[config.mk]
export PLATFORM = sky130hd
export DESIGN_NAME = mem_access
export DESIGN_NICKNAME = d
export VERILOG_FILES = /design/src/rtl/mem_access_pkg.sv /design/src/rtl/mem_access_ext.sv /design/src/rtl/mem_access.sv
export SDC_FILE = /design/constraint.sdc
export NUM_CORES = 1
export LEC_CHECK = 0
export ABC_CLOCK_PERIOD_IN_PS = 3100
export BUFFER_PORTS_ARGS = -buffer_cell sky130_fd_sc_hd__buf_2
export CAP_MARGIN = 15
export CORE_ASPECT_RATIO = 0.5
export CORE_MARGIN = 8
export CORE_UTILIZATION = 30
export CTS_CLUSTER_DIAMETER = 40
export DETAILED_ROUTE_END_ITERATION = 8
export HOLD_SLACK_MARGIN = 0.06
export SLEW_MARGIN = 0
export SYNTH_ARGS = -nofsm -noshare
export SYNTH_HDL_FRONTEND = slang
export SYNTH_SLANG_ARGS = --single-unit
[constraint.sdc]
create_clock -name clk_in -period 3.1 [get_ports clk_in]
set_input_delay 0.31 -clock clk_in [delete_from_list [all_inputs] [get_ports clk_in]]
set_output_delay 0.31 -clock clk_in [all_outputs]
set_load 0.02 [all_outputs]
[src/rtl/mem_access_pkg.sv]
// Shared types and helpers for the MEM stage: FSM states, op types, NOP constants
// and the decode functions used by mem_access and its extension datapath.
package mem_access_pkg;

    localparam int MEM_BYTE_CNT_W = 2;

    typedef enum logic [1:0] {
        MEM_IDLE = 2'd0,
        MEM_XFER = 2'd1,
        MEM_DONE = 2'd2
    } mem_state_e;

    typedef enum logic [3:0] {
        INST_NOP = 4'd0,
        INST_ALU = 4'd1,
        INST_LB  = 4'd2,
        INST_LH  = 4'd3,
        INST_LW  = 4'd4,
        INST_LBU = 4'd5,
        INST_LHU = 4'd6,
        INST_SB  = 4'd7,
        INST_SH  = 4'd8,
        INST_SW  = 4'd9,
        INST_BR  = 4'd10,
        INST_JMP = 4'd11
    } inst_type_e;

    localparam logic        WRITE_DISABLE = 1'b0;
    localparam logic [31:0] ZERO_WORD     = 32'h0000_0000;
    localparam logic [4:0]  NOP_REG_ADDR  = 5'd0;

    function automatic logic is_load(input inst_type_e t);
        case (t)
            INST_LB, INST_LH, INST_LW, INST_LBU, INST_LHU: is_load = 1'b1;
            default:                                       is_load = 1'b0;
        endcase
    endfunction

    function automatic logic is_store(input inst_type_e t);
        case (t)
            INST_SB, INST_SH, INST_SW: is_store = 1'b1;
            default:                   is_store = 1'b0;
        endcase
    endfunction

    function automatic logic is_mem_op(input inst_type_e t);
        is_mem_op = is_load(t) | is_store(t);
    endfunction

    // Index of the final byte of the access (byte count minus one)
    function automatic logic [MEM_BYTE_CNT_W-1:0] last_byte_idx(input inst_type_e t);
        case (t)
            INST_LH, INST_LHU, INST_SH: last_byte_idx = 2'd1;
            INST_LW, INST_SW:           last_byte_idx = 2'd3;
            default:                    last_byte_idx = 2'd0;
        endcase
    endfunction

    function automatic logic is_misaligned(input inst_type_e t, input logic [1:0] addr_lo);
        case (last_byte_idx(t))
            2'd1:    is_misaligned = addr_lo[0];
            2'd3:    is_misaligned = (addr_lo != 2'b00);
            default: is_misaligned = 1'b0;
        endcase
    endfunction

endpackage

[src/rtl/mem_access_ext.sv]
// Byte datapath for the MEM stage: store byte selection by byte index and
// sign/zero extension of the assembled little-endian load buffer.
module mem_access_ext
    import mem_access_pkg::*;
#(
    parameter int IDX_W = 2
) (
    input  inst_type_e        inst_type_in,
    input  logic [IDX_W-1:0]  idx_in,
    input  logic [31:0]       st_data_in,
    input  logic [31:0]       buf_in,
    output logic [7:0]        wdata_out,
    output logic [31:0]       ld_val_out
);

    assign wdata_out = st_data_in[{idx_in, 3'b000} +: 8];

    // Load result extension selected by op type
    always_comb begin
        ld_val_out = buf_in;
        case (inst_type_in)
            INST_LB:  ld_val_out = {{24{buf_in[7]}}, buf_in[7:0]};
            INST_LH:  ld_val_out = {{16{buf_in[15]}}, buf_in[15:0]};
            INST_LBU: ld_val_out = {24'h00_0000, buf_in[7:0]};
            INST_LHU: ld_val_out = {16'h0000, buf_in[15:0]};
            INST_LW:  ld_val_out = buf_in;
            default:  ld_val_out = buf_in;
        endcase
    end

endmodule

[src/rtl/mem_access.sv]
// MEM stage: passes non-memory ops to mem_wb, runs loads/stores byte-serially on the
// 8-bit memory port while stalling upstream. Optional macro: MEM_ALIGN_CHECK_EN.
module mem_access
    import mem_access_pkg::*;
#(
    parameter int MAX_BYTES = 4
) (
    input  logic        clk_in,
    input  logic        rst_in,
    input  logic        rdy_in,
    input  logic        rd_mem_in,
    input  logic [31:0] rd_val_mem_in,
    input  logic [4:0]  rd_addr_mem_in,
    input  inst_type_e  inst_type_mem_in,
    input  logic [31:0] st_data_mem_in,
    output logic        rd_wb_out,
    output logic [31:0] rd_val_wb_out,
    output logic [4:0]  rd_addr_wb_out,
    output logic        stallreq_mem_out,
    output logic        mem_req_out,
    output logic        mem_we_out,
    output logic [31:0] mem_addr_out,
    output logic [7:0]  mem_wdata_out,
`ifdef MEM_ALIGN_CHECK_EN
    output logic        misalign_mem_out,
`endif
    input  logic        mem_ack_in,
    input  logic [7:0]  mem_rdata_in
);

    localparam int IDX_W = (MAX_BYTES > 1) ? $clog2(MAX_BYTES) : 1;

    mem_state_e        state_r;
    logic [IDX_W-1:0]  idx_r;
    logic [31:0]       base_r;
    logic [31:0]       st_data_r;
    logic [31:0]       buf_r;
    logic              rd_r;
    logic [4:0]        rd_addr_r;
    inst_type_e        type_r;
`ifdef MEM_ALIGN_CHECK_EN
    logic              misalign_r;
`endif

    logic [IDX_W-1:0]  last_idx_s;
    logic [31:0]       ld_val_s;
    logic [7:0]        wdata_s;
    logic              load_wb_s;
    logic              rd_wb_s;
    logic [31:0]       rd_val_s;
    logic [4:0]        rd_addr_s;
    logic              stall_s;

    assign last_idx_s = IDX_W'(last_byte_idx(type_r));

`ifdef MEM_ALIGN_CHECK_EN
    assign load_wb_s        = is_load(type_r) & ~misalign_r;
    assign misalign_mem_out = ~rst_in & (state_r == MEM_DONE) & misalign_r;
`else
    assign load_wb_s        = is_load(type_r);
`endif

    mem_access_ext #(
        .IDX_W (IDX_W)
    ) u_ext (
        .inst_type_in (type_r),
        .idx_in       (idx_r),
        .st_data_in   (st_data_r),
        .buf_in       (buf_r),
        .wdata_out    (wdata_s),
        .ld_val_out   (ld_val_s)
    );

    // Transaction FSM: capture op in IDLE, walk bytes in XFER, present result in DONE
    always_ff @(posedge clk_in or posedge rst_in) begin
        if (rst_in) begin
            state_r   <= MEM_IDLE;
            idx_r     <= {IDX_W{1'b0}};
            base_r    <= ZERO_WORD;
            st_data_r <= ZERO_WORD;
            buf_r     <= ZERO_WORD;
            rd_r      <= WRITE_DISABLE;
            rd_addr_r <= NOP_REG_ADDR;
            type_r    <= INST_NOP;
`ifdef MEM_ALIGN_CHECK_EN
            misalign_r <= 1'b0;
`endif
        end else if (rdy_in) begin
            case (state_r)
                MEM_IDLE: begin
                    if (is_mem_op(inst_type_mem_in)) begin
                        base_r    <= rd_val_mem_in;
                        st_data_r <= st_data_mem_in;
                        rd_r      <= rd_mem_in;
                        rd_addr_r <= rd_addr_mem_in;
                        type_r    <= inst_type_mem_in;
                        idx_r     <= {IDX_W{1'b0}};
                        buf_r     <= ZERO_WORD;
`ifdef MEM_ALIGN_CHECK_EN
                        // Misaligned accesses skip the bus entirely and report in DONE
                        misalign_r <= is_misaligned(inst_type_mem_in, rd_val_mem_in[1:0]);
                        state_r    <= is_misaligned(inst_type_mem_in, rd_val_mem_in[1:0]) ?
                                      MEM_DONE : MEM_XFER;
`else
                        state_r   <= MEM_XFER;
`endif
                    end
                end
                MEM_XFER: begin
                    if (mem_ack_in) begin
                        if (is_load(type_r)) begin
                            buf_r[{idx_r, 3'b000} +: 8] <= mem_rdata_in;
                        end
                        if (idx_r == last_idx_s) begin
                            state_r <= MEM_DONE;
                        end else begin
                            idx_r <= idx_r + IDX_W'(1'b1);
                        end
                    end
                end
                MEM_DONE: begin
                    state_r <= MEM_IDLE;
`ifdef MEM_ALIGN_CHECK_EN
                    misalign_r <= 1'b0;
`endif
                end
                default: state_r <= MEM_IDLE;
            endcase
        end
    end

    // Writeback and stall decode; non-memory ops bypass in IDLE with no added latency
    always_comb begin
        rd_wb_s   = WRITE_DISABLE;
        rd_val_s  = ZERO_WORD;
        rd_addr_s = NOP_REG_ADDR;
        stall_s   = 1'b0;
        if (rst_in) begin
            stall_s = 1'b0;
        end else begin
            case (state_r)
                MEM_IDLE: begin
                    if (is_mem_op(inst_type_mem_in)) begin
                        stall_s = 1'b1;
                    end else begin
                        rd_wb_s   = rd_mem_in;
                        rd_val_s  = rd_val_mem_in;
                        rd_addr_s = rd_addr_mem_in;
                    end
                end
                MEM_XFER: stall_s = 1'b1;
                MEM_DONE: begin
                    rd_addr_s = rd_addr_r;
                    if (load_wb_s) begin
                        rd_wb_s  = rd_r;
                        rd_val_s = ld_val_s;
                    end else begin
                        rd_wb_s  = WRITE_DISABLE;
                    end
                end
                default: stall_s = 1'b0;
            endcase
        end
    end

    assign rd_wb_out        = rd_wb_s;
    assign rd_val_wb_out    = rd_val_s;
    assign rd_addr_wb_out   = rd_addr_s;
    assign stallreq_mem_out = stall_s;
    assign mem_req_out      = ~rst_in & (state_r == MEM_XFER);
    assign mem_we_out       = is_store(type_r);
    assign mem_addr_out     = base_r + 32'(idx_r);
    assign mem_wdata_out    = wdata_s;

endmodule

==> impl_results.md, run 1 <==
* Clock Skew at 0.0107 ns
* Buf/Inv on CP at 1
* Area added between synthesis and finish at 23.3%
* Worst-case reg-to-reg path depth at 6
* Max_cap viols at 0
* Clk root buf: clkbuf_16
* Die H at 118 um
* Critical Path End Type: output port
* DRC at 0
* WL/cell at between 15 and 20 um
* Slew margin rel. at 52.3%
* Critical Path RT at 2.79 ns
* First-pass iteration count of the detailed router at 4
* CP arrival at 2.50 ns
* Worst-margin pin slew at about 0.72 ns
* Syn nets at 654
* Largest delay share family, worst path: simple AND/OR/NAND/NOR gates
* Hold buffers post-CTS at 0
* Reg2reg end: buf_r[0]
* Cts repair resizes at 0
* Status: finished clean
* Tot GR Track Use at 13.5%
* H-tree levels at 3
* Sequential cell area fraction in the yosys report at 44.2%
* Final ANT Viol Nets at 0
* Clock buffer depth at 2
* Max Slew Vio Count at 0
* Die area at 25900 um2
* CTS tree: yes
* Critical path startpoint: type_r[2]
* DPL Wire Length at 13500 um
* Nets at 808
* Critical path fanouts, max at 14
* VDD IR max at 0.000362 V
* Setup TNS at 0 ns
* Gpl congestion at about 0.86
* Cells after Synth at 561
* Starting density of the core at 30.4%
* Crit Path Class: flop to output port
* Width of the die at around 220 um
* # Post-CTS Setup Buffers at 0
* Mean post-synth cell area at 11.1 um2
* RSZ-0062 raised after global routing: false
* Total number of vias at 4873
* IO buf count at 166
* Yosys cell types at 56
* Post-synth EDFFs at 0
* Ys async rst share at 100%
* Clock slew at reported path FFs at 0.08 ns
* HP Class: input port to async pin
* Clock Latency Late Sink at between 0.3 and 0.4 ns
* Antenna violations before repair at 1
* Main synth FF type: dfrtp_1
* Fin worst setup slack at between 0.2 and 0.3 ns
* Initial DRC Count at 354
* Core area at 20500 um2
* IO Count at 167
* Vias per cell at around 4.9
* Worst r2r src: idx_r[0]
* Fin crit period at 2.81 ns
* Final WL at 17600 um
* CP max stage delay at 0.51 ns
* Slowest cell on crit path: dfrtp_1
* Place WS at slightly below 0.6 ns
* Period utilization at 90.7%
* P_leak at roughly 3.8 nW
* R2r setup slk at a little over 0.8 ns
* Mapped Area at 6220 um2
* Vias in the first global route at around 5100
* CTS Buf Count at 9
* Cells along the critical path: and3_1, or3_1, nand2b_1, a2bb2oi_1, nor2_1, buf_2
* Share of post-route cells with drive strength above 1 at 40.6%
* Gr ovfl total at 0
* Count of final setup violators at 0
* Most common cell after layout, fill and taps aside: buf_2
* # rows at 37
* Pwr Density at 921 nW/um2
* CP Launch Type: flop
* Fmax at 356 MHz
* Largest net degree at the start of global routing at 111
* CTS Sinks at 110
* ANT cells at 0
* Seq cells post-synth at 110
* Yosys warns at 0
* Final Hold Fails at 0
* First-pass GRT wire length at 28000 um
* Most frequent cells in the layout: 166 x buf_2, 110 x dfrtp_1, 73 x mux2_2, 41 x nand2_1, 36 x nand4_1
report_power, final:
part	internal (W)	total, W	switching [W]	leakage (nW)
clock network	0.000664	0.00123	0.000567	0.152
registers	0.00200	0.00253	0.000535	1.37
logic	0.00144	0.00331	0.00187	2.26
worst register-to-register path, delay by kind of cell, from the launching register on:
kind / cells / cell delay (ns)
fa+ha+maj: 1 / 0.38
flops: 1 / 0.37
compound gates: 1 / 0.22
buf+inv: 2 / 0.44
simple gates: 2 / 0.83
state kept, by name, indices dropped and copies added, names as in the netlist:
| signal | flops |
|---|---|
| base_r | 32 |
| buf_r | 32 |
| st_data_r | 32 |
| rd_addr_r | 5 |
| type_r | 4 |
| idx_r | 2 |
| state_r | 2 |
| rd_r | 1 |
stage by stage:
step / total power, W / std cells / cell area [um2] / hold slack [ns] / util [%]
final: 0.00707 / 993 / 7680 / 0.126 / 37.5
after global routing: 0.00756 / 993 / 7680 / 0.165 / 37.5
after CTS: 0.00716 / 993 / 7670 / 0.164 / 37.5
after detailed placement: 0.00590 / 977 / 7350 / 0.471 / 35.9
after global placement: 0.00581 / 977 / 7350 / 0.469 / 35.9
after floorplan: 0.00490 / 561 / 6230 / 0.406 / -
worst max path at each step:
stage | to | slack (ns) | cells after the start
floorplan | mem_addr_out[22] | 0.86 | 7
global placement | rd_val_wb_out[16] | 0.67 | 6
detailed placement | rd_val_wb_out[22] | 0.59 | 6
CTS | rd_val_wb_out[22] | 0.18 | 6
global route | rd_val_wb_out[14] | 0.11 | 6
finish | rd_val_wb_out[14] | 0.29 | 6
cells in the mapped netlist, types with 5 or more instances:
cell type  count  area [um2]
and3_1         8        50.1
inv_1          5        18.8
nand2_2        5        31.3
o21ai_0        5        25.0
a22oi_1       14         105
a21bo_1       31         310
and4_1         6        52.6
o21bai_1      17         128
clkbuf_1       6        22.5
nand2_1       41         154
nand3_1       15        75.1
nor2_1        31         116
ha_1           6        75.1
nand4_1       36         225
xnor2_1       24         210
a2bb2oi_1      7        61.3
buf_2         20         100
xor2_1         6        52.6
mux4_2         8         180
dfrtp_1      110        2750
a21oi_1       27         135
mux2_2        73         822
nand2b_1       6        37.5
metal layers:
metal / global-route usage (%) / routed length (um)
met5: 0 / 12
met4: 3.63 / 285
met2: 22.9 / 8650
met1: 17.0 / 7920
met3: 3.21 / 692
layout make-up:
cell class,count,area (um2)
Fill cell,2073,12800
Multi-Input combinational cell,412,3310
Sequential cell,110,2750
Timing Repair Buffer,177,938
Tap cell,273,342
Clock buffer,10,239
Clock inverter,6,75.1
Inverter,5,22.5
logic make-up (layout without fill, tap and decap cells):
family                   count (synthesis)  count (layout)  synth area share (%)
AO/OA/AOI/OAI                          119             119                  15.2
AND/OR/NAND/NOR                        174             174                  15.6
multiplexers                            82              82                  16.3
buffers and inverters                   39             198                  2.99
flip-flops                             110             110                  44.2
XOR/XNOR                                30              30                  4.22
adder cells (fa/ha/maj)                  7               7                  1.53
(Power assumes the default switching activity.)
==> run 2: changes to the inputs <==
--- a/config.mk
+++ b/config.mk
@@ -16,2 +16,3 @@
 export HOLD_SLACK_MARGIN = 0.06
+export REMOVE_ABC_BUFFERS = 1
 export SLEW_MARGIN = 0
--- a/constraint.sdc
+++ b/constraint.sdc
@@ -3,2 +3,2 @@
 set_output_delay 0.31 -clock clk_in [all_outputs]
-set_load 0.02 [all_outputs]
+set_load 0.05 [all_outputs]
==> run 2 against run 1 <==
  * Die area stayed put
  * First-iteration DRC count is 14% lower
  * Clock skew is 0.0033 ns lower
  * Global-route usage is 0.35 points higher
  * Sequential share of layout area is 0.17 points lower
  * Routed wire length is 2.5% higher
  * Cell count is 0.50% higher
==> impl_results.md, run 2 (synthesized netlist as in run 1, its figures left out) <==
* Largest net degree at the start of global routing at 75 (-32%)
* CTS tree: yes
* Most frequent cells in the layout: 164 x buf_2, 110 x dfrtp_1, 73 x mux2_2, 41 x nand2_1, 36 x nand4_1
* Die area at 25900 um2 (unchanged)
* Max Slew Vio Count at 0 (unchanged)
* CP max stage delay at 0.35 ns (-0.16 ns)
* Met3 Usage GRT at 3.62% (+0.41 points)
* WL/cell at 18.0 um (+2.0%)
* Slowest cell on crit path: dfrtp_1
* IO Count at 167 (unchanged)
* Final ANT Viol Nets at 0 (unchanged)
* Starting density of the core at 30.4% (unchanged)
* Post-layout util at 37.7% (+0.18 points)
* Tot GR Track Use at 13.8% (+0.35 points)
* DPL Wire Length at 13800 um (+1.8%)
* Most common cell after layout, fill and taps aside: buf_2
* Reg2reg end: buf_r[1]
* Status: finished clean
* Top Usage Layer GRT: met2
* Final WL at 18000 um (+2.5%)
* Clock slew at reported path FFs at 0.07 ns (about the same)
* HP Class: input port to flop
* Vias in the first global route at 5212 (+2.4%)
* Fmax at 342 MHz (-3.8%)
* WHS Path Cells at 2
* Period utilization at 94.3% (+3.6 points)
* Crit Path Class: flop to output port
* Worst-margin pin slew at 0.913 ns (+0.197 ns)
* CP Launch Type: flop
* R2r setup slk at 0.74 ns (-0.08 ns)
* Met1 Use GR at 17.5% (+0.58 points)
* Vias per cell at 4.96 (+1.2%)
* Setup crit end: mem_addr_out[28]
* First-pass iteration count of the detailed router at 4 (unchanged)
* Pwr Density at 1040 nW/um2 (+13%)
* Slew margin rel. at 39.1% (-13 points)
* Regs by FF count: base_r (32), buf_r (32), st_data_r (32)
* Count of final setup violators at 0 (unchanged)
* GR Util met2 at 23.0% (+0.13 points)
* Clock Skew at 0.00732 ns (-0.00334 ns)
* Clock buffer depth at 2 (unchanged)
* Overall power at 0.00800 W (+13%)
* Place WS at 0.420 ns (-0.174 ns)
* Design Area, Final at 7710 um2 (+0.49%)
* Gpl congestion at 0.798 (-7.4%)
* Width of the die at 220 um (unchanged)
* Share of post-route cells with drive strength above 1 at 40.9% (+0.33 points)
* H-tree levels at 3 (unchanged)
* Dpl cell area at 7390 um2 (+0.53%)
* P_leak at 3.80 nW (+0.64%)
* VDD IR max at 0.000458 V (+27%)
* Cells along the critical path: ha_1, fa_1, nand2_1, nor4_4, buf_4, and3_1, nand2_1, xnor2_1, buf_2
* Fin worst setup slack at 0.178 ns (-0.110 ns)
* Nets at 812 (+0.50%)
* Critical Path End Type: output port
* CTS Sinks at 110 (unchanged)
* Max_cap viols at 0 (unchanged)
* Final Hold Fails at 0 (unchanged)
* Worst-case reg-to-reg path depth at 6 (unchanged)
* First-pass GRT wire length at 28800 um (+2.5%)
* Critical path fanouts, max at 6 (-8)
* Worst r2r src: idx_r[0]
* Fin crit period at 2.92 ns (+0.110 ns)
* Critical Path RT at 2.79 ns (about the same)
* Hold buffers post-CTS at 0 (unchanged)
* Total number of vias at 4954 (+1.7%)
* Clock Latency Late Sink at 0.35 ns (about the same)
* Clk root buf: clkbuf_16
* CTS Buf Count at 9 (unchanged)
* IO buf count at 166 (unchanged)
* Die H at 118 um (unchanged)
* Buf/Inv on CP at 2 (+1)
* CP arrival at 2.61 ns (+0.11 ns)
* Gr ovfl total at 0 (unchanged)
* Antenna violations before repair at 3 (+2)
* # rows at 37 (unchanged)
* Critical path startpoint: idx_r[0]
* Stages on the worst setup path at 9 (+3)
* Area added between synthesis and finish at 23.9%
* Core area at 20500 um2 (unchanged)
* Initial DRC Count at 304 (-14%)
* CP dominant cell by count: nand2_1
* Largest delay share family, worst path: simple AND/OR/NAND/NOR gates
* DRC at 0 (unchanged)
run 2: changes by cell type in the layout (fill, tap and decap cells not counted), sizes merged:
| cell | before | now |
|---|---|---|
| buf | 177 | 181 |
| clkinv | 0 | 3 |
| clkinvlp | 2 | 0 |
| inv | 8 | 6 |
| clkbuf | 10 | 11 |
| diode | 0 | 1 |
run 2: metrics by stage:
step                instances   TNS (ns)  hold slack [ns]
floorplan                 527     -15.68            0.406
global placement          980          0            0.466
detailed placement        980          0            0.466
CTS                       996          0            0.152
global route              998  -0.000654            0.169
finish                    998          0            0.174
run 2: timing repair:
action,4_1_cts,5_1_grt
hold endpoints to repair,0,0
buffers inserted,0,1
gates resized for setup,0,2
setup endpoints to repair,0,21
run 2: worst min path at each step:
stage / start / end / slack (ns)
after floorplan: inst_type_mem_in[2] / type_r[3] / 0.41
after global placement: buf_r[12] / buf_r[12] / 0.47
after detailed placement: buf_r[19] / buf_r[19] / 0.47
after CTS: rdy_in / state_r[1] / 0.15
after global routing: rdy_in / state_r[1] / 0.17
final: rdy_in / state_r[1] / 0.17
run 2: area by class of cell:
class	instances	area [um2]
fill	2064	12700
multi-input combinational	412	3310
sequential	110	2750
timing repair buffer	181	986
tap	273	342
clock buffer	11	243
clock inverter	5	57.6
inverter	5	21.3
antenna	1	2.50
run 2: metal layers:
layer / vias to the layer above / wire (um)
li1: 2377 / -
met1: 2444 / 7910
met2: 101 / 8820
met3: 28 / 870
met4: 4 / 371
met5: - / 27
run 2: report_power, final:
part	internal [W]	total (W)	switching [W]	leakage, nW
Sequential	0.00200	0.00251	0.000511	1.37
Combinational	0.00146	0.00432	0.00286	2.28
Clock	0.000651	0.00118	0.000526	0.150
Total	0.00411	0.00800	0.00390	3.80
==> run 3: changes to the inputs <==
PLACE_DENSITY = 0.56   (was default)
==> run 3 against run 2 <==
  * Routed wire length decreased by 0.62%
  * Count of clock-buffer cells in the layout unchanged
  * Die area unchanged
==> impl_results.md, run 3 (synthesized netlist as in run 1, its figures left out) <==
* Status: finished clean
* RSZ-0062 raised after global routing: false
* Critical path fanouts, max at 16 (+10)
* Starting density of the core at 30.4% (unchanged)
* Die area at 25900 um2 (unchanged)
* Initial DRC Count at 216 (-29%)
* VDD IR max at 0.000436 V (-4.9%)
* Antenna violations before repair at 1 (-2)
* DR WL met3 at 755 um (-13%)
* Fmax at 346 MHz (+1.1%)
* Final WL at 17900 um (-0.62%)
* First-pass iteration count of the detailed router at 4 (unchanged)
* Place WS at 0.391 ns (-0.0290 ns)
* Fin worst setup slack at 0.210 ns (+0.0324 ns)
* HP Class: input port to flop
* Clock Latency Late Sink at 0.35 ns (about the same)
* Width of the die at 220 um (unchanged)
* Setup TNS at 0 ns (unchanged)
* Slew margin rel. at 32.9% (-6.2 points)
* Final Hold Fails at 0 (unchanged)
* Nets at 813 (+0.12%)
* DPL Wire Length at 13500 um (-2.0%)
* Largest net degree at the start of global routing at 81 (+8.0%)
* Core area at 20500 um2 (unchanged)
* Regs by FF count: base_r (32), buf_r (32), st_data_r (32)
* Critical Path End Type: output port
* Placed cells at 980 (unchanged)
* Filler cell count at 2079 (+0.73%)
* Vias in the first global route at 5269 (+1.1%)
* Critical Path RT at 2.79 ns (about the same)
* Area added between synthesis and finish at 24.1%
* Total number of vias at 4910 (-0.89%)
* Met2 wire length at 8800 um (-0.22%)
* CTS tree: yes
* Gr ovfl total at 0 (unchanged)
* Worst-margin pin slew at 1.01 ns (+0.0934 ns)
* Crit Path Class: flop to output port
* DRC at 0 (unchanged)
* CP arrival at 2.58 ns (-0.03 ns)
* IO buf count at 166 (unchanged)
* Clock buffer depth at 2 (unchanged)
* Clk root buf: clkbuf_16
* Most frequent cells in the layout: 164 x buf_2, 110 x dfrtp_1, 73 x mux2_2, 41 x nand2_1, 36 x nand4_1
* Max Slew Vio Count at 0 (unchanged)
* Count of final setup violators at 0 (unchanged)
* Fin crit period at 2.89 ns (-0.0324 ns)
* Die H at 118 um (unchanged)
* Hold buffers post-CTS at 0 (unchanged)
* IO Count at 167 (unchanged)
* Clock Skew at 0.00829 ns (+0.000970 ns)
* Overall power at 0.00795 W (-0.63%)
* Clock slew at reported path FFs at 0.07 ns (about the same)
* M1 wire length at 8160 um (+3.2%)
* P_leak at 3.80 nW (about the same)
* First-pass GRT wire length at 28900 um (+0.57%)
* Pwr Density at 1030 nW/um2 (-0.76%)
* Fin cells at 998 (unchanged)
* Top layer in use: met5
* Most common cell after layout, fill and taps aside: buf_2
* CTS Buf Count at 9 (unchanged)
* CTS Sinks at 110 (unchanged)
* Gpl congestion at 0.790 (-0.98%)
* CP Launch Type: flop
* # rows at 37 (unchanged)
* Vias per cell at 4.92 (-0.89%)
* Share of post-route cells with drive strength above 1 at 41.1% (+0.22 points)
* WL/cell at 17.9 um (-0.62%)
* ANT cells at 0 (-1)
* Final ANT Viol Nets at 0 (unchanged)
* Period utilization at 93.2% (-1.0 points)
* H-tree levels at 3 (unchanged)
* Tot GR Track Use at 13.9% (+0.041 points)
* Max_cap viols at 0 (unchanged)
-- run 3: final timing paths --
path / startpoint / endpoint / slack, ns / depth (start not counted)
worst max register to register: idx_r[0] / buf_r[0] / 0.88 / 6
max in group asynchronous: rst_in / st_data_r[2] / 2.05 / 3
min in group asynchronous: rst_in / st_data_r[17] / 0.22 / 2
worst max-delay path: state_r[1] / rd_val_wb_out[19] / 0.21 / 6
worst min register to register: buf_r[14] / buf_r[14] / 0.49 / 1
worst min-delay path: rdy_in / state_r[1] / 0.18 / 2
-- run 3: worst max-delay path, stage by stage, from the launching register on --
cell	delay [ns]
dfrtp_1	0.47
and2b_1	0.38
nor4b_2	0.41
o31ai_4	0.26
o21bai_1	0.23
a21oi_1	0.18
buf_2	0.30
-- run 3: layout make-up --
type / instances / area, um2 / area share [%]
inverter: 5 / 21.3 / 0.275
clock inverter: 5 / 40.0 / 0.518
multi-input combinational: 412 / 3310 / 42.9
tap: 273 / 342 / 4.42
clock buffer: 11 / 253 / 3.27
timing repair buffer: 182 / 1010 / 13.0
sequential: 110 / 2750 / 35.6
-- run 3: repair_timing --
| item | CTS | global route |
|---|---|---|
| setup buffers | 0 | 2 |
| pin swaps | 0 | 1 |
| gates resized for setup | 1 | 1 |
| endpoints found under the setup margin | 1 | 5 |
-- run 3: layer usage --
layer,vias to the layer above,track usage [%]
met3,17,3.23
met5,-,0
met1,2416,17.7
li1,2390,-
met4,2,2.89
met2,85,23.7
-- run 3: metrics by stage --
step	cell area [um2]	hold slack (ns)	utilization, %
after floorplan	6060	0.406	-
after global placement	7410	0.467	36.2
after detailed placement	7410	0.470	36.2
after CTS	7710	0.160	37.7
after global routing	7720	0.158	37.8
final	7720	0.178	37.8
-- run 3: power by group --
group	internal [W]	switching (W)	total, W
Combinational	0.00147	0.00284	0.00431
Clock	0.000598	0.000555	0.00115
Sequential	0.00200	0.000493	0.00249
